File: config.mk
export PLATFORM = sky130hd
export DESIGN_NAME = wrr_pop_scheduler
export DESIGN_NICKNAME = d
export VERILOG_FILES = /design/src/rtl/wrr_pop_scheduler_pkg.sv /design/src/rtl/wrr_pop_scheduler_rr_next_sel.sv /design/src/rtl/wrr_pop_scheduler.sv
export SDC_FILE = /design/constraint.sdc
export NUM_CORES = 1
export LEC_CHECK = 0
export CAP_MARGIN = 30
export CORE_AREA = 2 2 50 52
export DETAILED_ROUTE_END_ITERATION = 12
export DIE_AREA = 0 0 52 54
export PLACE_DENSITY = 0.77
export SETUP_SLACK_MARGIN = 0.5
export SYNTH_ARGS = -nofsm -noshare
export SYNTH_HDL_FRONTEND = slang
export SYNTH_SLANG_ARGS = --single-unit
export TNS_END_PERCENT = 30
File: constraint.sdc
create_clock -name clk -period 2.9 [get_ports clk]
set_input_delay 0.58 -clock clk [delete_from_list [all_inputs] [get_ports clk]]
set_output_delay 0.58 -clock clk [all_outputs]
set_load 0.01 [all_outputs]
File: src/rtl/wrr_pop_scheduler_pkg.sv
// Shared types and constants for the weighted round-robin pop scheduler.
package wrr_pop_scheduler_pkg;

  localparam int unsigned NQ = 4;
  localparam int unsigned WW = 4;

  typedef enum logic {
    StIdle  = 1'b0,
    StServe = 1'b1
  } state_e;

  // Effective burst length of queue q; a zero weight still allows one pop.
  function automatic logic [WW-1:0] weff(input logic [NQ*WW-1:0] w, input logic [1:0] q);
    logic [WW-1:0] f;
    f = w[WW*q +: WW];
    return (f == '0) ? WW'(1) : f;
  endfunction

endpackage

File: src/rtl/wrr_pop_scheduler_rr_next_sel.sv
// Rotating priority search: first requester after ptr, wrapping, with ptr itself visited last.
module wrr_pop_scheduler_rr_next_sel
  import wrr_pop_scheduler_pkg::*;
(
  input  logic [NQ-1:0] req,
  input  logic [1:0]    ptr,
  output logic [1:0]    sel,
  output logic          found
);

  // Walk from the farthest offset to the nearest so the nearest hit wins.
  always_comb begin
    sel   = '0;
    found = 1'b0;
    for (int k = int'(NQ); k >= 1; k--) begin
      if (req[ptr + 2'(k)]) begin
        sel   = ptr + 2'(k);
        found = 1'b1;
      end
    end
  end

endmodule

File: src/rtl/wrr_pop_scheduler.sv
// Weighted round-robin scheduler choosing which of four input FIFOs to pop each cycle.
module wrr_pop_scheduler
  import wrr_pop_scheduler_pkg::*;
(
  input  logic             clk,
  input  logic             reset,
  input  logic             enable,
  input  logic [NQ*WW-1:0] weights,
  input  logic [NQ-1:0]    empty,
  input  logic             dest_full,
  output logic [NQ-1:0]    pop,
  output logic             valid,
  output logic [1:0]       pop_id,
  output logic             busy,
  output logic [1:0]       grant_q
);

  state_e        state_q, state_d;
  logic [1:0]    grant_d;
  logic [1:0]    ptr_q, ptr_d;
  logic [WW-1:0] count_q, count_d;
  logic [WW:0]   count_inc;
  logic [NQ-1:0] req;
  logic [1:0]    search_ptr;
  logic [1:0]    sel;
  logic          found;
  logic          burst_end;

  assign req        = ~empty;
  // IDLE searches after the last served queue; SERVE rearbitrates after the current one.
  assign search_ptr = (state_q == StServe) ? grant_q : ptr_q;
  assign count_inc  = {1'b0, count_q} + (WW+1)'(1);
  assign busy       = (state_q == StServe);

  wrr_pop_scheduler_rr_next_sel u_rr_next_sel (
    .req   (req),
    .ptr   (search_ptr),
    .sel   (sel),
    .found (found)
  );

  always_comb begin
    pop       = '0;
    state_d   = state_q;
    grant_d   = grant_q;
    count_d   = count_q;
    ptr_d     = ptr_q;
    burst_end = 1'b0;
    if (!enable) begin
      state_d = StIdle;
      count_d = '0;
    end else begin
      case (state_q)
        StIdle: begin
          if (found) begin
            state_d = StServe;
            grant_d = sel;
            count_d = '0;
          end
        end
        StServe: begin
          if (empty[grant_q]) begin
            burst_end = 1'b1;
          end else if (!dest_full) begin
            pop[grant_q] = 1'b1;
            // >= so a weight lowered below the running count ends the burst now.
            if (count_inc >= {1'b0, weff(weights, grant_q)}) begin
              burst_end = 1'b1;
            end else begin
              count_d = count_inc[WW-1:0];
            end
          end
          if (burst_end) begin
            ptr_d   = grant_q;
            count_d = '0;
            if (found) begin
              grant_d = sel;
            end else begin
              state_d = StIdle;
            end
          end
        end
        default: state_d = StIdle;
      endcase
    end
  end

  always_ff @(posedge clk or posedge reset) begin
    if (reset) begin
      state_q <= StIdle;
      grant_q <= '0;
      count_q <= '0;
      ptr_q   <= 2'd3;
      valid   <= 1'b0;
      pop_id  <= '0;
    end else begin
      state_q <= state_d;
      grant_q <= grant_d;
      count_q <= count_d;
      ptr_q   <= ptr_d;
      valid   <= |pop;
      if (|pop) begin
        pop_id <= grant_q;
      end
    end
  end

endmodule

==> results.sh, run 1 <==
export IMPL_synthTopCellsByArea="dfrtp_1 (26%), mux4_2 (7.1%), ha_1 (6.6%)"
export IMPL_avgRoutedWirePerCell_um=15.08
export IMPL_ir_drop_v=0.0004367
export IMPL_power_mw=1.078
export IMPL_grt_use_total=0.1979
export IMPL_syn_area_um2=948.4
export IMPL_async_flop_share=1.000
export IMPL_startpoint_type="primary input"
export IMPL_max_cap_violations=0
export IMPL_layoutNonFillerInstCount=173
export IMPL_drv_slew=0
export IMPL_cp_end_kind="flop"
export IMPL_area_growth_synth_to_final_pct=54.09
export IMPL_drive_gt1_frac=0.3357
export IMPL_place_gp_congestion=0.8241
export IMPL_p_leak_nw=0.6845
export IMPL_ioPinCount=34
export IMPL_whs_endpoint="count_q[1]"
export IMPL_start_util=0.4088
export IMPL_root_buffer="clkbuf_4"
export IMPL_setup_slack_ns=0.3111
export IMPL_grt_overflow=0
export IMPL_post_route_period_util=0.8927
export IMPL_grt_max_degree=13
export IMPL_grt_pass1_vias=918
export IMPL_vias=921
export IMPL_grt_pass1_wl_um=4050
export IMPL_wirelength_um=2609
export IMPL_avgSynthCellArea_um2=9.983
export IMPL_setup_viol=0
export IMPL_synthDistinctLibCells=35
export IMPL_vias_per_cell=5.324
export IMPL_synth_ff_latch_count=12
export IMPL_hp_class="flop to flop"
export IMPL_drcViolationCount=0
export IMPL_max_slew_margin=0.6786
export IMPL_clkTransAtPathRegs_ns=0.08
export IMPL_min_from="count_q[1]"
export IMPL_die_area_um2=2808
export IMPL_required_ns=3.06
export IMPL_cp_arrival_ns=2.75
export IMPL_dp_hpwl_um=1898
export IMPL_post_route_min_period_ns=2.589
export IMPL_clkLatencyLatePin_ns=0.28
export IMPL_regToRegStartpoint="grant_q[0]"
export IMPL_cts_sinks=12
export IMPL_final_antenna_net_count=0
export IMPL_nets=173
export IMPL_rrSetupSlack_ns=0.31
export IMPL_hold_buffers=0
export IMPL_first_pass_iters=4
export IMPL_cts_tree="built"
export IMPL_placed_cells=163
export IMPL_dp_slack_ns=-0.2102
export IMPL_num_rows=18
export IMPL_whs_path_depth=2
export IMPL_synthFlopType="dfrtp_1"
export IMPL_status="finished, final reports clean"
export IMPL_rr_endpoint="grant_q[1]"
export IMPL_post_synth_top_area_cell="dfrtp_1"
export IMPL_core_area_um2=2320
export IMPL_clockBufferDepth=2
export IMPL_die_w_um=52
export IMPL_antenna_cells=0
export IMPL_yosysTopAreaCellShare=0.2639
export IMPL_port_buffers=33
export IMPL_htree_num_levels=1
export IMPL_synth_common_cells="dfrtp_1 (10), nand2_1 (10), inv_1 (8), o21ai_0 (8)"
export IMPL_critical_path_max_fanout=3
export IMPL_pwr_density_cell_nw_per_um2=737.4
export IMPL_drt_iter0_drc=9
export IMPL_synth_seq_area_share=0.3193
export IMPL_synth_edff_count=0
export IMPL_fin_setup_tns_ns=0
export IMPL_skew_ns=0.01226
export IMPL_synth_fp_nets=124
export IMPL_cts_buffers=3
export IMPL_antenna_found_initial=0
export IMPL_syn_instance_count=95
export IMPL_r2r_worst_path_cells=10
export IMPL_path_class="primary input to flop"
export IMPL_max_freq_ghz=0.3863
export IMPL_ys_warn_count=0
export IMPL_rsz0062_at_grt="true"
export IMPL_hold_viol_final=0
export IMPL_dieHeight_um=54
export IMPL_tightest_slew_ns=0.4815
## critical path, stage by stage
cell and delay, ns:
dlygate4sd2_1 0.24, mux4_2 0.48, a31o_4 0.24, ha_4 0.25
nor2b_1 0.04, o21ai_1 0.16, a31oi_2 0.14, a31oi_2 0.30
mux2_4 0.33
## cells by family after synthesis
kind of cell | count (synthesis) | synth area share
simple gates | 29 | 0.1596
compound gates | 22 | 0.1570
mux | 14 | 0.2269
buf+inv | 12 | 0.06201
flops | 12 | 0.3193
fa+ha+maj | 5 | 0.06596
xor+xnor | 1 | 0.009237
## metrics by stage
stage	area [µm²]	util	hold slack, ns
2_1_floorplan	959.7	-	0.4432
3_3_place_gp	1363	0.5874	0.5009
3_5_place_dp	1363	0.5874	0.5014
4_1_cts	1461	0.6300	0.5283
5_1_grt	1461	0.6300	0.5519
6_report	1461	0.6300	0.5223
## registers in the layout, indices dropped and copies added, names as in the netlist
signal,flops
count_q,4
grant_q,2
pop_id,2
ptr_q,2
busy,1
valid,1
## worst max-delay path by stage
stage,cells past startpoint,endpoint,slack (ns),startpoint
after CTS,10,grant_q[0],0.33,grant_q[0]
after detailed placement,7,pop[2],-0.21,empty[2]
final,9,grant_q[1],0.31,weights[8]
after floorplan,9,grant_q[0],0.38,grant_q[0]
after global routing,10,grant_q[1],0.22,grant_q[0]
after global placement,6,pop[0],-0.12,empty[2]
## layout by cell type (no fill, tap or decap), types with 2 or more instances in the layout
| cell type | netlist | layout |
|---|---|---|
| dfrtp_1 | 10 | 9 |
| buf_2 | 2 | 3 |
| clkbuf_4 | 0 | 3 |
| nand2_1 | 10 | 10 |
| o21ai_0 | 8 | 7 |
| mux2i_1 | 2 | 2 |
| buf_4 | 1 | 13 |
| clkdlybuf4s50_1 | 0 | 8 |
| nand2b_1 | 2 | 2 |
| mux4_2 | 3 | 4 |
| inv_2 | 0 | 3 |
| mux2_2 | 5 | 2 |
| nor2_1 | 5 | 5 |
| dlygate4sd2_1 | 0 | 21 |
| a21oi_1 | 4 | 3 |
| nand3_1 | 3 | 3 |
| ha_1 | 5 | 4 |
| a31oi_2 | 0 | 2 |
| dfstp_2 | 2 | 2 |
| nor2b_1 | 2 | 2 |
| mux2_4 | 3 | 6 |
| inv_1 | 8 | 5 |
## final cells by class
type	count	area, µm²
inverter	8	30.03
tap	30	37.54
fill	197	858.3
clock buffer	4	26.28
sequential	12	306.5
multi-input combinational	71	641.9
timing repair buffer	48	419.2
## report_power, final
group | leakage, nW | internal (mW) | total [mW] | switching (mW)
Clock | 0.0150 | 0.0534 | 0.112 | 0.0584
Sequential | 0.148 | 0.232 | 0.286 | 0.0541
Combinational | 0.521 | 0.396 | 0.680 | 0.284
## layer usage
metal  vias up  wire (µm)  global-route usage
met3         4         89             0.05278
li1        445          -                   -
met5         -          0                   0
met4         0         23             0.05263
met1       448        963              0.2075
met2        24       1533              0.3861
## timing repair
item,in CTS,in global routing
endpoints found under the setup margin,12,12
setup buffers,6,0
resized for setup,51,0
cloned,0,0
pin swaps,9,0
(Power assumes the default switching activity.)
==> inputs of run 2 (changes only) <==
--- a/config.mk
+++ b/config.mk
@@ -7,6 +7,7 @@
 export LEC_CHECK = 0
 export CAP_MARGIN = 30
 export CORE_AREA = 2 2 50 52
+export CTS_CLUSTER_DIAMETER = 120
 export DETAILED_ROUTE_END_ITERATION = 12
 export DIE_AREA = 0 0 52 54
 export PLACE_DENSITY = 0.77
==> results of run 2 <==
The final DEF is identical to that of run 1; final timing and power are the same.
==> inputs of run 3 (changes only) <==
--- a/config.mk
+++ b/config.mk
@@ -8,11 +8,13 @@
 export CAP_MARGIN = 30
 export CORE_AREA = 2 2 50 52
 export CTS_CLUSTER_DIAMETER = 120
+export CTS_CLUSTER_SIZE = 28
 export DETAILED_ROUTE_END_ITERATION = 12
 export DIE_AREA = 0 0 52 54
 export PLACE_DENSITY = 0.77
 export SETUP_SLACK_MARGIN = 0.5
 export SYNTH_ARGS = -nofsm -noshare
 export SYNTH_HDL_FRONTEND = slang
+export SYNTH_HIERARCHICAL = 1
 export SYNTH_SLANG_ARGS = --single-unit
 export TNS_END_PERCENT = 30
==> run 3 against run 2 <==
Net effect: worst hold slack worse by 0.0048 ns; routed wire length down 11%; via count down 2.2%; critical endpoint is now grant_q[0]; final area down 1.2%; core utilization down 0.76 points.
==> results.sh, run 3 <==
export IMPL_start_util=0.4105
export IMPL_drv_slew=0
export IMPL_layout_commonest_cell="dlygate4sd2_1"
export IMPL_clkLatencyLatePin_ns=0.27
export IMPL_post_route_util=0.6224
export IMPL_place_gp_congestion=0.7951
export IMPL_dieHeight_um=54
export IMPL_first_pass_iters=4
export IMPL_cts_tree="built"
export IMPL_dp_hpwl_um=1856
export IMPL_synth_seq_area_share=0.3180
export IMPL_ys_warn_count=6
export IMPL_root_buffer="clkbuf_4"
export IMPL_wirelength_um=2324
export IMPL_rsz0062_at_grt="true"
export IMPL_drive_gt1_frac=0.3517
export IMPL_syn_area_um2=952.2
export IMPL_hold_buffers=0
export IMPL_synthDistinctLibCells=31
export IMPL_vias=901
export IMPL_cp_arrival_ns=2.70
export IMPL_core_area_um2=2320
export IMPL_max_freq_ghz=0.3944
export IMPL_cts_buffers=3
export IMPL_crit_start="grant_q[0]"
export IMPL_place_area_um2=1363
export IMPL_required_ns=3.06
export IMPL_yosysTopAreaCellShare=0.2628
export IMPL_skew_ns=0.01094
export IMPL_dp_slack_ns=-0.2594
export IMPL_synth_ff_latch_count=12
export IMPL_antenna_cells=0
export IMPL_port_buffers=33
export IMPL_final_cell_mix="dlygate4sd2_1 (20), buf_4 (14), inv_1 (11), dfrtp_1 (9), clkdlybuf4s50_1 (9)"
export IMPL_vias_per_cell=5.149
export IMPL_placed_cells=164
export IMPL_setup_viol=0
export IMPL_critical_path_max_fanout=8
export IMPL_min_from="pop_id[0]"
export IMPL_synth_edff_count=0
export IMPL_startpoint_type="flop"
export IMPL_synthFlopType="dfrtp_1"
export IMPL_avgSynthCellArea_um2=9.816
export IMPL_die_area_um2=2808
export IMPL_synthTopCellsByArea="dfrtp_1 (26%), mux4_2 (12%), mux2_2 (8.3%)"
export IMPL_grt_pass1_vias=922
export IMPL_cts_sinks=12
export IMPL_largest_reg_flops=4
export IMPL_avgRoutedWirePerCell_um=13.28
export IMPL_p_leak_nw=0.6795
export IMPL_setup_slack_ns=0.3642
export IMPL_grt_overflow=0
export IMPL_clockBufferDepth=2
export IMPL_area_growth_synth_to_final_pct=51.64
export IMPL_pwr_density_cell_nw_per_um2=710.4
export IMPL_clkTransAtPathRegs_ns=0.08
export IMPL_fillers=197
export IMPL_syn_instance_count=97
export IMPL_hold_worst_slack_ns=0.5175
export IMPL_max_cap_violations=0
export IMPL_drt_iter0_drc=11
export IMPL_post_synth_top_area_cell="dfrtp_1"
export IMPL_async_flop_share=1.000
export IMPL_ir_drop_v=0.0005316
export IMPL_fin_area_um2=1444
export IMPL_synth_common_cells="inv_1 (14), dfrtp_1 (10), nand2_1 (8)"
export IMPL_grt_max_degree=13
export IMPL_ioPinCount=34
export IMPL_hold_viol_final=0
export IMPL_seq_area_um2=304.0
export IMPL_regToRegStartpoint="grant_q[0]"
export IMPL_regMostFlops="count_q"
export IMPL_synth_fp_nets=126
export IMPL_grt_use_total=0.1892
export IMPL_multi_input_area_um2=633.1
export IMPL_synth_most_common_cell="inv_1"
export IMPL_max_slew_margin=0.6832
export IMPL_layoutNonFillerInstCount=175
export IMPL_post_route_min_period_ns=2.536
export IMPL_drcViolationCount=0
export IMPL_nets=175
export IMPL_path_class="flop to flop"
export IMPL_htree_num_levels=1
export IMPL_num_rows=18
export IMPL_die_w_um=52
export IMPL_final_antenna_net_count=0
export IMPL_hp_class="flop to flop"
export IMPL_cp_end_kind="flop"
export IMPL_status="finished, final reports clean"
export IMPL_post_route_period_util=0.8744
export IMPL_grt_pass1_wl_um=3939
export IMPL_tightest_slew_ns=0.4747
export IMPL_antenna_found_initial=0
-- run 3: cell count changes in the layout (fill, tap and decap cells not counted), sizes merged, moves of 2 or more --
cell	previous run	this run
nand2b	2	4
nor3	0	2
o21ai	8	4
inv	8	14
nand2	10	8
a21oi	4	6
-- run 3: metrics by stage --
| stage | power [mW] | TNS [ns] |
|---|---|---|
| global route | 1.110 | 0 |
| CTS | 1.031 | 0 |
| global placement | 0.8294 | -1.001 |
| floorplan | 0.6437 | 0 |
| finish | 1.026 | 0 |
| detailed placement | 0.8477 | -1.323 |
-- run 3: worst max-delay path: stages (launching register included) --
cell	delay, ns
dfrtp_2	0.49
mux4_2	0.54
a31o_4	0.23
ha_4	0.25
nor2b_2	0.03
o21ai_2	0.17
a311oi_4	0.13
a21oi_2	0.22
mux2_2	0.35
-- run 3: timing repair --
item                                    in CTS  in global routing
cloned                                       0                  0
pin swaps                                    9                  4
setup buffers                                7                  0
endpoints found under the setup margin      13                 13
gates resized for setup                     46                  2
-- run 3: routing by layer --
layer  vias to the layer above  track usage  part of all wire  routed length, µm
met3                         6      0.01944             0.027                 63
met2                        19       0.3354              0.53               1233
li1                        445            -                 -                  -
met1                       431       0.2344              0.43                990
met4                         0      0.07895             0.015                 36
met5                         -            0                 0                  0
-- run 3: path summary, 6_finish.rpt --
path,depth (start not counted),slack [ns],to
setup reg to reg,8,0.36,grant_q[0]
hold reg to reg,1,0.52,pop_id[0]
max in group asynchronous,2,1.93,ptr_q[1]
hold / removal,1,0.52,pop_id[0]
setup / recovery,8,0.36,grant_q[0]
min in group asynchronous,2,0.62,count_q[3]
-- run 3: area by class of cell --
class	instances	area share
Tap cell	30	0.02600
Clock buffer	4	0.01820
Timing Repair Buffer	47	0.2704
Inverter	14	0.03640
Multi-Input combinational cell	68	0.4385
Sequential cell	12	0.2106
-- run 3: where the power goes --
group / internal, mW / switching, mW / total (mW)
clock: 0.0531 / 0.0541 / 0.107
combinational: 0.369 / 0.261 / 0.630
sequential: 0.227 / 0.0614 / 0.288
-- run 3: logic make-up after synthesis --
group | share of synthesized area
buf+inv | 0.06702
fa+ha+maj | 0.06570
compound gates | 0.1485
mux | 0.2221
flops | 0.3180
simple gates | 0.1603
xor+xnor | 0.01840
